$ cat config.mk
export PLATFORM = sky130hd
export DESIGN_NAME = alu_cmd_sequencer
export DESIGN_NICKNAME = d
export VERILOG_FILES = /design/src/rtl/alu_cmd_sequencer.sv
export SDC_FILE = /design/constraint.sdc
export NUM_CORES = 1
export LEC_CHECK = 0
export CAP_MARGIN = 20
export CORE_AREA = 2 2 64 66
export CTS_BUF_LIST = sky130_fd_sc_hd__clkbuf_4 sky130_fd_sc_hd__clkbuf_8
export DETAILED_ROUTE_END_ITERATION = 12
export DIE_AREA = 0 0 66 68
export GPL_TIMING_DRIVEN = 0
export HOLD_SLACK_MARGIN = 0.08
export PLACE_DENSITY = 0.95
export SETUP_SLACK_MARGIN = 0.15
export SKIP_CTS_REPAIR_TIMING = 1
export SLEW_MARGIN = 15
export SYNTH_ARGS = -nofsm -noshare
export SYNTH_HDL_FRONTEND = slang
export SYNTH_SLANG_ARGS = --single-unit
export TNS_END_PERCENT = 20
$ cat constraint.sdc
create_clock -name clk -period 3.8 [get_ports clk]
set_input_delay 0.76 -clock clk [delete_from_list [all_inputs] [get_ports clk]]
set_output_delay 0.76 -clock clk [all_outputs]
set_load 0.01 [all_outputs]
$ cat src/rtl/alu_cmd_sequencer.sv
// rtl/alu_cmd_sequencer.sv - turns one command into the LOAD/EXEC/OUT/CAPT opcode sequence for the shared ALU.
// Optional status counters are enabled with ALU_SEQ_STATUS_CNT_EN.
module alu_cmd_sequencer #(
  parameter int DATA_WIDTH = 8,
  parameter int CNT_WIDTH  = 16
) (
  input  logic                  clk,
  input  logic                  a_reset,
  input  logic                  cmd_valid,
  output logic                  cmd_ready,
  input  logic [3:0]            cmd_op,
  input  logic [DATA_WIDTH-1:0] cmd_operand,
  output logic                  rsp_valid,
  input  logic                  rsp_ready,
  output logic [DATA_WIDTH-1:0] rsp_data,
  output logic                  rsp_zero,
  output logic                  rsp_overflow,
  output logic                  rsp_error,
  output logic [3:0]            alu_opcode,
  output logic [DATA_WIDTH-1:0] alu_data_in,
  input  logic [DATA_WIDTH-1:0] alu_data_out,
  input  logic                  alu_acc_zero,
  input  logic                  alu_acc_overflow,
  output logic [CNT_WIDTH-1:0]  cmd_count,
  output logic [CNT_WIDTH-1:0]  ovf_count
);

  typedef enum logic [2:0] {S_IDLE, S_LOAD, S_EXEC, S_OUT, S_CAPT, S_RESP} state_t;

  localparam logic [3:0] OP_LOAD = 4'h8;
  localparam logic [3:0] OP_OUT  = 4'h9;
  localparam logic [3:0] OP_NOOP = 4'hF;

  state_t                state_q, state_d;
  logic [3:0]            op_q, op_d;
  logic                  cmd_ready_q, cmd_ready_d;
  logic                  rsp_valid_q, rsp_valid_d;
  logic [DATA_WIDTH-1:0] rsp_data_q, rsp_data_d;
  logic                  rsp_zero_q, rsp_zero_d;
  logic                  rsp_overflow_q, rsp_overflow_d;
  logic                  rsp_error_q, rsp_error_d;
  logic [3:0]            alu_opcode_q, alu_opcode_d;
  logic [DATA_WIDTH-1:0] alu_data_in_q, alu_data_in_d;

  // Every output is a flop, so the opcode for a state is computed on the edge entering it.
  always_comb begin
    state_d        = state_q;
    op_d           = op_q;
    cmd_ready_d    = cmd_ready_q;
    rsp_valid_d    = rsp_valid_q;
    rsp_data_d     = rsp_data_q;
    rsp_zero_d     = rsp_zero_q;
    rsp_overflow_d = rsp_overflow_q;
    rsp_error_d    = rsp_error_q;
    alu_opcode_d   = OP_NOOP;
    alu_data_in_d  = alu_data_in_q;
    case (state_q)
      S_IDLE: begin
        if (cmd_valid) begin
          op_d        = cmd_op;
          cmd_ready_d = 1'b0;
          if (cmd_op[3]) begin
            state_d        = S_RESP;
            rsp_valid_d    = 1'b1;
            rsp_error_d    = 1'b1;
            rsp_data_d     = '0;
            rsp_zero_d     = 1'b0;
            rsp_overflow_d = 1'b0;
          end else if (cmd_op >= 4'd1 && cmd_op <= 4'd5) begin
            state_d       = S_LOAD;
            alu_opcode_d  = OP_LOAD;
            alu_data_in_d = cmd_operand;
          end else begin
            state_d      = S_EXEC;
            alu_opcode_d = cmd_op;
          end
        end
      end
      S_LOAD: begin
        state_d      = S_EXEC;
        alu_opcode_d = op_q;
      end
      S_EXEC: begin
        state_d      = S_OUT;
        alu_opcode_d = OP_OUT;
      end
      S_OUT: begin
        // Flags are live off the accumulator, which settled at the EXEC edge.
        state_d        = S_CAPT;
        rsp_zero_d     = alu_acc_zero;
        rsp_overflow_d = alu_acc_overflow;
      end
      S_CAPT: begin
        state_d     = S_RESP;
        rsp_data_d  = alu_data_out;
        rsp_error_d = 1'b0;
        rsp_valid_d = 1'b1;
      end
      S_RESP: begin
        if (rsp_ready) begin
          state_d     = S_IDLE;
          rsp_valid_d = 1'b0;
          cmd_ready_d = 1'b1;
        end
      end
      default: begin
        state_d     = S_IDLE;
        rsp_valid_d = 1'b0;
        cmd_ready_d = 1'b1;
      end
    endcase
  end

  always_ff @(posedge clk or posedge a_reset) begin
    if (a_reset) begin
      state_q        <= S_IDLE;
      op_q           <= '0;
      cmd_ready_q    <= 1'b1;
      rsp_valid_q    <= 1'b0;
      rsp_data_q     <= '0;
      rsp_zero_q     <= 1'b0;
      rsp_overflow_q <= 1'b0;
      rsp_error_q    <= 1'b0;
      alu_opcode_q   <= OP_NOOP;
      alu_data_in_q  <= '0;
    end else begin
      state_q        <= state_d;
      op_q           <= op_d;
      cmd_ready_q    <= cmd_ready_d;
      rsp_valid_q    <= rsp_valid_d;
      rsp_data_q     <= rsp_data_d;
      rsp_zero_q     <= rsp_zero_d;
      rsp_overflow_q <= rsp_overflow_d;
      rsp_error_q    <= rsp_error_d;
      alu_opcode_q   <= alu_opcode_d;
      alu_data_in_q  <= alu_data_in_d;
    end
  end

  assign cmd_ready    = cmd_ready_q;
  assign rsp_valid    = rsp_valid_q;
  assign rsp_data     = rsp_data_q;
  assign rsp_zero     = rsp_zero_q;
  assign rsp_overflow = rsp_overflow_q;
  assign rsp_error    = rsp_error_q;
  assign alu_opcode   = alu_opcode_q;
  assign alu_data_in  = alu_data_in_q;

`ifdef ALU_SEQ_STATUS_CNT_EN
  logic [CNT_WIDTH-1:0] cmd_count_q, cmd_count_d;
  logic [CNT_WIDTH-1:0] ovf_count_q, ovf_count_d;

  always_comb begin
    cmd_count_d = cmd_count_q;
    ovf_count_d = ovf_count_q;
    if (state_q == S_RESP && rsp_ready) begin
      cmd_count_d = cmd_count_q + 1'b1;
      if (rsp_overflow_q) ovf_count_d = ovf_count_q + 1'b1;
    end
  end

  always_ff @(posedge clk or posedge a_reset) begin
    if (a_reset) begin
      cmd_count_q <= '0;
      ovf_count_q <= '0;
    end else begin
      cmd_count_q <= cmd_count_d;
      ovf_count_q <= ovf_count_d;
    end
  end

  assign cmd_count = cmd_count_q;
  assign ovf_count = ovf_count_q;
`else
  assign cmd_count = '0;
  assign ovf_count = '0;
`endif

endmodule

==> results of run 1 <==
through the flow:
stage	hold slack, ps	instances	instance area [sq um]
floorplan	471	177	1740
global placement	463	277	2300
detailed placement	469	278	2330
CTS	479	285	2410
global route	513	285	2410
finish	479	285	2410
report_power, final:
part | switching [mW] | total (mW) | internal, mW
sequential | 0.0733 | 0.588 | 0.515
clock | 0.114 | 0.245 | 0.131
combinational | 0.334 | 0.787 | 0.454
total | 0.521 | 1.62 | 1.10
cells in the mapped netlist:
cell	instances
dfstp_2	5
buf_6	2
buf_4	33
and3b_1	1
a31oi_1	2
nand2_1	9
clkbuf_1	1
o21ai_0	5
nand3_1	2
inv_1	5
a21oi_2	1
conb_1	1
mux2_4	8
mux2_2	3
and2_1	1
and3_1	1
dfrtp_1	27
nor2_1	8
nor2_4	1
nor4b_1	2
nor3_2	1
a22o_1	9
o22ai_1	2
o21bai_1	2
o21ba_2	1
a21oi_1	7
buf_2	2
nand2b_1	4
kinds of logic after synthesis:
kind of cell	count (synthesis)	share of synthesized area, %
AO/OA/AOI/OAI	29	12.2
flip-flops	32	49.7
other	1	0.231
multiplexers	11	9.48
buffers and inverters	43	18.6
AND/OR/NAND/NOR	30	9.78
registers in the layout, indices dropped and copies added (netlist names):
name          flops
alu_data_in       8
alu_opcode        4
cmd_ready         1
op_q              4
rsp_data          8
rsp_error         1
rsp_overflow      1
rsp_valid         1
rsp_zero          1
state_q           3
metal layers:
| metal | GRT usage [%] | up-vias |
|---|---|---|
| met3 | 5.26 | 4 |
| met2 | 28.3 | 55 |
| met5 | 0 | - |
| li1 | - | 606 |
| met1 | 15.8 | 556 |
| met4 | 6.12 | 0 |
layout by cell type, fill, tap and decap left out, types with 2 or more instances in the layout:
| master | netlist | routed |
|---|---|---|
| dfrtp_1 | 27 | 27 |
| a31oi_1 | 2 | 2 |
| mux2_4 | 8 | 8 |
| o21ai_0 | 5 | 5 |
| buf_2 | 2 | 2 |
| conb_1 | 1 | 32 |
| nor2_1 | 8 | 8 |
| clkbuf_8 | 0 | 5 |
| nor4b_1 | 2 | 2 |
| dfstp_2 | 5 | 5 |
| clkdlybuf4s50_1 | 0 | 50 |
| nand2_1 | 9 | 9 |
| nand3_1 | 2 | 2 |
| buf_6 | 2 | 2 |
| o21bai_1 | 2 | 2 |
| a22o_1 | 9 | 9 |
| o22ai_1 | 2 | 2 |
| a21oi_1 | 7 | 7 |
| nand2b_1 | 4 | 4 |
| buf_4 | 33 | 33 |
| mux2_2 | 3 | 3 |
| inv_1 | 5 | 5 |
path summary, 6_finish.rpt:
path                                                   end  slack (ps)  cells after the start
worst min register to register       rsp_valid$_DFFE_PP0P_         480                      2
worst min-delay path                 rsp_valid$_DFFE_PP0P_         480                      2
worst max register to register         op_q[1]$_DFFE_PP0P_        2270                      5
max in group asynchronous          alu_opcode[0]$_DFF_PP1_        2420                      3
min in group asynchronous          rsp_data[2]$_DFFE_PP0P_         820                      2
worst max-delay path            alu_data_in[3]$_DFFE_PP0P_        1690                      6
worst min-delay path: cells and delay by family, from the launching register on:
kind / cells / cell delay [ps]
DFF: 1 / 340
and+or+nand+nor: 2 / 110
area by class of cell:
cell class              instances  area share (%)
clock inverters                 1           0.207
multi-input cells             102            26.1
repair buffers                 51            21.9
clock buffers                   6            3.16
well taps                      50            2.59
inverters                       5           0.778
plain buffers                  38            11.8
flip-flops and latches         32            33.5
==> metrics.md, run 1 <==
| Metric | Value |
|---|---|
| Std-Cell Core Area | `0.00386 sq mm` |
| DRC | `0` |
| RSZ-0062 raised after global routing | `no` |
| Fillers | `319` |
| Initial Util | `42.1%` |
| # nets final | `261` |
| Top post-synthesis cells by area | `dfrtp_1, buf_4, dfstp_2` |
| Reg-to-reg startpoint | `state_q[1]$_DFFE_PP0P_` |
| Delay-heaviest family, CP | `buffers and inverters` |
| Hold path start | `rsp_valid$_DFFE_PP0P_` |
| Overall Power | `1.62 mW` |
| Wire length of the first global-routing pass | `5.07 mm` |
| Area occupied by multi-input gates | `631 sq um` |
| Yosys top cell area share | `41.6%` |
| Hold Crit Class | `flop to flop` |
| Drt pass-1 iters | `4` |
| Synth Instances | `146` |
| Total track usage | `15.3%` |
| Metal-1 WL | `1.31 mm` |
| Leakage | `1.17 nW` |
| Site row count | `23` |
| Met3 Wirelength | `259 um` |
| Clock tree from TritonCTS | `built` |
| Final worst path period need | `2110 ps` |
| Fin Setup TNS | `0 ps` |
| Worst-margin pin slew | `528 ps` |
| Buf+Inv Stages, Crit Path | `2` |
| Critical path startpoint category | `input port` |
| DR top layer | `met4` |
| Kind of critical path | `input port to flop` |
| Storage cell area | `807 sq um` |
| DR iter-0 viols | `27` |
| Routed vias/inst | `4.28` |
| Fin crit share | `55.7%` |
| Clock skew | `7.03 ps` |
| Seq cells post-synth | `32` |
| Number of global-route vias before repair | `1124` |
| Setup WS post-layout | `1690 ps` |
| Synthesized area | `0.00162 sq mm` |
| Pins Over Slew Limit | `0` |
| DP HPWL | `2.61 mm` |
| # port buffers | `50` |
| Sequential element share of the synthesized area | `49.7%` |
| Via count | `1221` |
| Peak Freq | `473 MHz` |
| CTS Root Buffer Type | `clkbuf_8` |
| Critical Path Start | `cmd_op[1]` |
| Worst-path maximum fanout | `8` |
| Avg Cell Area, Syn | `11.1 sq um` |
| Die H | `68 um` |
| Max_cap viols | `0` |
| Pin count of the biggest net entering global routing | `22` |
| CP Cell Sequence | `clkdlybuf4s50_1 > nor3_2 > a21oi_2 > and3_1 > buf_6 > mux2_4` |
| Max IR drop VDD | `306 uV` |
| Area of the die | `0.00449 sq mm` |
| Crit path max-delay cell type | `clkdlybuf4s50_1` |
| Layout cell share with drive strength beyond 1 | `27.7%` |
| Initial antenna violation count | `0` |
| Clk Latency, worst-skew pair | `280 ps` |
| GRT Residual Overflow | `0` |
| RePlAce Congestion | `0.793` |
| Worst setup EP type | `flop` |
| Largest area contributor in the netlist | `dfrtp_1` |
| Drt wl/cell | `11.8 um` |
| Worst slew margin | `64.8%` |
| Clock sink count | `32` |
| I/O pin count | `83` |
| DRT antenna net count | `0` |
| Final core occ | `62.6%` |
| P per Cell Area | `672 mW/mm^2` |
| # setup viols final | `0` |
| Area Overhead vs Synth | `48.5%` |
| Cell variety after synth | `28` |
| Worst EP arrival | `2270 ps` |
| Horiz. Die Dim | `66 um` |
| YS warnings | `0` |
| Final hold vios | `0` |
| Pre-CTS setup slack | `1400 ps` |
| Final Routed Wirelength | `3.36 mm` |
| Worst-path clk slew | `60 ps` |
| Worst EP required | `3960 ps` |
| Antenna Cells | `0` |
| Bufs on Longest Clock Path | `2` |
| Status | `finished, final reports clean` |
| Clock buffers created by TritonCTS | `5` |
| Max stage delay on crit path | `590 ps` |
| Metal2 WL | `1.75 mm` |
| H-tree Lvls | `2` |
Power figures use the tool's default switching activity.
==> run 2: changes to the inputs <==
Settings changed: CORE_AREA 2 2 64 66 to 2 2 70 72, DIE_AREA 0 0 66 68 to 0 0 72 74, PLACE_DENSITY 0.95 to 0.88.
Clock period 3.8 ns to 1.9 ns, I/O delays scaled along.
==> metrics.md, run 2 (synthesis gave the netlist of run 1 again) <==
| Metric | Value |
|---|---|
| Hold depth | `3 (+1)` |
| Horiz. Die Dim | `72 um (+9.1%)` |
| H-tree Lvls | `2 (unchanged)` |
| # port buffers | `50 (unchanged)` |
| Total track usage | `13.0% (-2.3 points)` |
| CTS Root Buffer Type | `clkbuf_8` |
| Max stage delay on crit path | `540 ps (-50 ps)` |
| Final worst path period need | `1730 ps` |
| Drt wl/cell | `11.2 um (-4.8%)` |
| Via count | `1240 (+1.6%)` |
| Hold path start | `cmd_valid` |
| Worst-path maximum fanout | `3 (-5)` |
| Most frequent cells in the layout | `clkdlybuf4s50_1, buf_4, conb_1` |
| # setup viols final | `0 (unchanged)` |
| Final hold vios | `0 (unchanged)` |
| R2R depth | `5 (unchanged)` |
| Wire length of the first global-routing pass | `5.20 mm (+2.6%)` |
| Leakage | `1.20 nW (+2.8%)` |
| Clock sink count | `32 (unchanged)` |
| Fillers | `429 (+34%)` |
| Setup WS post-layout | `174 ps (-1510 ps)` |
| Clock buffers created by TritonCTS | `5 (unchanged)` |
| Worst slew margin | `53.9% (-11 points)` |
| Status | `finished, final reports clean` |
| Max_cap viols | `0 (unchanged)` |
| Post-route design area | `0.00243 sq mm (+0.93%)` |
| Worst EP required | `1520 ps (-2440 ps)` |
| Hold Crit Class | `input port to flop` |
| Critical path startpoint category | `flop` |
| Pre-CTS setup slack | `-92.8 ps (-1500 ps)` |
| DR iter-0 viols | `40 (+48%)` |
| Final core occ | `53.0% (-9.6 points)` |
| Most common cell after layout, fill and taps aside | `clkdlybuf4s50_1` |
| # nets final | `261 (unchanged)` |
| Clock tree from TritonCTS | `built` |
| Bufs on Longest Clock Path | `2 (unchanged)` |
| Reg-to-reg startpoint | `state_q[1]$_DFFE_PP0P_` |
| Worst setup EP type | `output pin` |
| Fin crit share | `90.8%` |
| Hold_ws | `456 ps (-22.3 ps)` |
| Site row count | `25 (+8.7%)` |
| Number of global-route vias before repair | `1154 (+2.7%)` |
| Crit path max-delay cell type | `dfstp_2` |
| Initial antenna violation count | `0 (unchanged)` |
| I/O pin count | `83 (unchanged)` |
| FF-to-FF setup slack | `350 ps (-1920 ps)` |
| Max IR drop VDD | `574 uV (+87%)` |
| Drt pass-1 iters | `4 (unchanged)` |
| Worst r2r dst | `op_q[0]$_DFFE_PP0P_` |
| Pin count of the biggest net entering global routing | `18 (-18%)` |
| Storage cell area | `807 sq um (unchanged)` |
| GRT Residual Overflow | `0 (unchanged)` |
| Peak Freq | `579 MHz` |
| Buf+Inv Stages, Crit Path | `1 (-1)` |
| Clock skew | `5.51 ps (-1.52 ps)` |
| RSZ-0062 raised after global routing | `yes` |
| P per Cell Area | `1350 mW/mm^2 (+100%)` |
| Overall Power | `3.28 mW (+100%)` |
| Pins Over Slew Limit | `0 (unchanged)` |
| RePlAce Congestion | `0.794 (about the same)` |
| Antenna Cells | `0 (unchanged)` |
| Final Routed Wirelength | `3.25 mm (-3.1%)` |
| Routed vias/inst | `4.28 (-0.19%)` |
| Worst-path clk slew | `60 ps (about the same)` |
| Post-DP Area | `0.00234 sq mm (+0.21%)` |
| Kind of critical path | `flop to output pin` |
| Worst-margin pin slew | `691 ps (+163 ps)` |
| Area of the die | `0.00533 sq mm (+19%)` |
| Area Overhead vs Synth | `49.9%` |
| Layout cell share with drive strength beyond 1 | `28.0% (+0.31 points)` |
| Delay-heaviest family, CP | `flip-flops` |
| Area occupied by multi-input gates | `631 sq um (unchanged)` |
| Die H | `74 um (+8.8%)` |
| WHS Endpoint | `state_q[0]$_DFFE_PP0P_` |
| DP HPWL | `2.52 mm (-3.3%)` |
| Worst EP arrival | `1350 ps (-920 ps)` |
| Clk Latency, worst-skew pair | `280 ps (about the same)` |
| DRT antenna net count | `0 (unchanged)` |
| Initial Util | `35.3% (-6.8 points)` |
| CP Cell Sequence | `clkdlybuf4s50_1` |
| Std-Cell Core Area | `0.00460 sq mm (+19%)` |
| DRC | `0 (unchanged)` |
## run 2: cell types whose count changed in the layout (fill, tap and decap cells not counted)
cell and change:
dlymetal6s2s_1 +3, clkdlybuf4s50_1 -3, clkinv_2 -1, clkbuf_4 +2
## run 2: area by class of cell
class                      instances  share of cell area (%)
multi-input combinational        102                    25.9
sequential                        32                    33.1
clock buffer                       8                    3.75
inverter                           5                   0.771
timing repair buffer              51                    22.0
tap                               54                    2.77
buffer                            38                    11.7
## run 2: how the worst max path moves through the flow
| stage | end | slack, ps | cells past startpoint | startpoint |
|---|---|---|---|---|
| after CTS | cmd_ready | 160 | 1 | cmd_ready$_DFFE_PP1P_ |
| after detailed placement | alu_data_in[5]$_DFFE_PP0P_ | -90 | 6 | cmd_op[1] |
| final | cmd_ready | 170 | 1 | cmd_ready$_DFFE_PP1P_ |
| after global placement | alu_data_in[0]$_DFFE_PP0P_ | -100 | 6 | cmd_op[2] |
| after floorplan | alu_data_in[0]$_DFFE_PP0P_ | 520 | 5 | cmd_op[3] |
| after global routing | cmd_ready | 140 | 1 | cmd_ready$_DFFE_PP1P_ |
## run 2: routing by layer
layer,track usage (%),wire length (um)
met4,4.40,26
met1,14.8,1370
met3,5.83,329
met2,21.9,1530
met5,0,0
## run 2: power breakdown
group | switching [mW] | total (mW) | internal [mW]
clock | 0.232 | 0.534 | 0.303
combinational | 0.658 | 1.56 | 0.905
sequential | 0.149 | 1.18 | 1.03
total | 1.04 | 3.28 | 2.24
## run 2: through the flow
stage          TNS [ps]  std cells
2_1_floorplan         0        177
3_3_place_gp       -759        281
3_5_place_dp       -720        282
4_1_cts               0        290
5_1_grt               0        290
6_report              0        290
==> run 3: changes to the inputs <==
Settings changed: CTS_CLUSTER_SIZE from default to 12, MAX_ROUTING_LAYER from default to met4, PLACE_DENSITY 0.88 to default, PLACE_DENSITY_LB_ADDON from default to 0.15.
==> metrics.md, run 3 (synthesis gave the netlist of run 1 again) <==
| Metric | Value |
|---|---|
| Status | `finished, final reports clean` |
| Hold_ws | `463 ps (+7.01 ps)` |
| Initial Util | `35.3% (unchanged)` |
| Worst EP arrival | `1900 ps (+550 ps)` |
| RSZ-0062 raised after global routing | `yes` |
| Overall Power | `3.38 mW (+3.3%)` |
| Drt wl/cell | `11.5 um (+2.5%)` |
| Clk Latency, worst-skew pair | `290 ps (about the same)` |
| Hold Crit Class | `input port to flop` |
| Antenna Cells | `0 (unchanged)` |
| # setup viols final | `0 (unchanged)` |
| Drt pass-1 iters | `4 (unchanged)` |
| Total track usage | `13.0% (+0.027 points)` |
| Clock sink count | `32 (unchanged)` |
| DRC | `0 (unchanged)` |
| Std-Cell Core Area | `0.00460 sq mm (unchanged)` |
| Clock skew | `5.15 ps (-0.357 ps)` |
| Worst-path clk slew | `60 ps (about the same)` |
| Clock buffers created by TritonCTS | `5 (unchanged)` |
| Fin Setup TNS | `0 ps (unchanged)` |
| Wire length of the first global-routing pass | `5.10 mm (-2.0%)` |
| Worst setup EP type | `flop` |
| DRT antenna net count | `0 (unchanged)` |
| Initial antenna violation count | `0 (unchanged)` |
| # placed instances | `281 (-0.35%)` |
| Post-route design area | `0.00242 sq mm (-0.41%)` |
| Final core occ | `52.7% (-0.22 points)` |
| Most frequent cells in the layout | `clkdlybuf4s50_1, buf_4, conb_1` |
| Critical path startpoint category | `input port` |
| Number of global-route vias before repair | `1082 (-6.2%)` |
| Pins Over Slew Limit | `0 (unchanged)` |
| Post-DP Area | `0.00231 sq mm (-1.2%)` |
| Peak Freq | `578 MHz (-0.17%)` |
| Area Overhead vs Synth | `49.3%` |
| DR iter-0 viols | `76 (+90%)` |
| DP HPWL | `2.46 mm (-2.3%)` |
| # port buffers | `50 (unchanged)` |
| Most common cell after layout, fill and taps aside | `clkdlybuf4s50_1` |
| Area of the die | `0.00533 sq mm (unchanged)` |
| Max IR drop VDD | `481 uV (-16%)` |
| Final Routed Wirelength | `3.32 mm (+2.1%)` |
| # nets final | `260 (-0.38%)` |
| Fin crit share | `91.0% (+0.15 points)` |
| Worst EP required | `2070 ps (+550 ps)` |
| Worst-path maximum fanout | `8 (+5)` |
| Horiz. Die Dim | `72 um (unchanged)` |
| Pre-CTS setup slack | `-115 ps (-22.3 ps)` |
| Bufs on Longest Clock Path | `2 (unchanged)` |
| Pin count of the biggest net entering global routing | `33 (+15)` |
| Worst slew margin | `56.8% (+2.9 points)` |
| Final worst path period need | `1730 ps (+2.87 ps)` |
| Site row count | `25 (unchanged)` |
| I/O pin count | `83 (unchanged)` |
| RePlAce Congestion | `0.742 (-6.5%)` |
| Via count | `1208 (-2.6%)` |
| Non-Filler Instances | `289 (-0.34%)` |
| Layout cell share with drive strength beyond 1 | `28.1% (+0.12 points)` |
| H-tree Lvls | `2 (unchanged)` |
| Kind of critical path | `input port to flop` |
| Final hold vios | `0 (unchanged)` |
| Clock tree from TritonCTS | `built` |
| Worst-margin pin slew | `647 ps (-43.8 ps)` |
| GRT Residual Overflow | `0 (unchanged)` |
| Max_cap viols | `0 (unchanged)` |
| CTS Root Buffer Type | `clkbuf_8` |
| P per Cell Area | `1400 mW/mm^2 (+3.7%)` |
| Die H | `74 um (unchanged)` |
| Leakage | `1.19 nW (-0.94%)` |
| Setup WS post-layout | `171 ps (-2.87 ps)` |
| Routed vias/inst | `4.18 (-2.2%)` |
-- run 3: per-layer routing --
metal | vias to the layer above | global-route usage (%) | part of all wire, %
met3 | 8 | 3.39 | 7.4
met2 | 50 | 20.7 | 48
met5 | - | - | 0
met4 | 0 | 7.55 | 2.5
li1 | 606 | - | -
met1 | 544 | 14.9 | 42
-- run 3: worst max-delay path: stages --
cell and delay, ps:
clkdlybuf4s50_1 590, nor3_2 80, a21oi_2 170, and3_1 200, buf_6 160, mux2_4 310
-- run 3: final timing paths --
kind | start | to | slack (ps) | cells after the start
worst max register to register | state_q[1]$_DFFE_PP0P_ | op_q[0]$_DFFE_PP0P_ | 350 | 5
worst max-delay path | cmd_op[1] | alu_data_in[0]$_DFFE_PP0P_ | 170 | 6
worst min-delay path | cmd_valid | state_q[0]$_DFFE_PP0P_ | 460 | 3
min in group asynchronous | a_reset | rsp_data[0]$_DFFE_PP0P_ | 500 | 2
max in group asynchronous | a_reset | op_q[1]$_DFFE_PP0P_ | 980 | 2
worst min register to register | rsp_valid$_DFFE_PP0P_ | rsp_valid$_DFFE_PP0P_ | 480 | 2
-- run 3: final cells by class --
cell class / instances / area (sq um)
clock buffers: 6 / 76.3
repair buffers: 50 / 505
flip-flops and latches: 32 / 807
fillers: 428 / 2170
clock inverters: 2 / 35.0
multi-input cells: 102 / 631
plain buffers: 38 / 284
inverters: 5 / 18.8
well taps: 54 / 67.6
-- run 3: power breakdown --
| part | leakage [nW] | internal [mW] | switching, mW |
|---|---|---|---|
| Combinational | 0.745 | 0.898 | 0.672 |
| Sequential | 0.388 | 1.03 | 0.132 |
| Clock | 0.0586 | 0.403 | 0.251 |
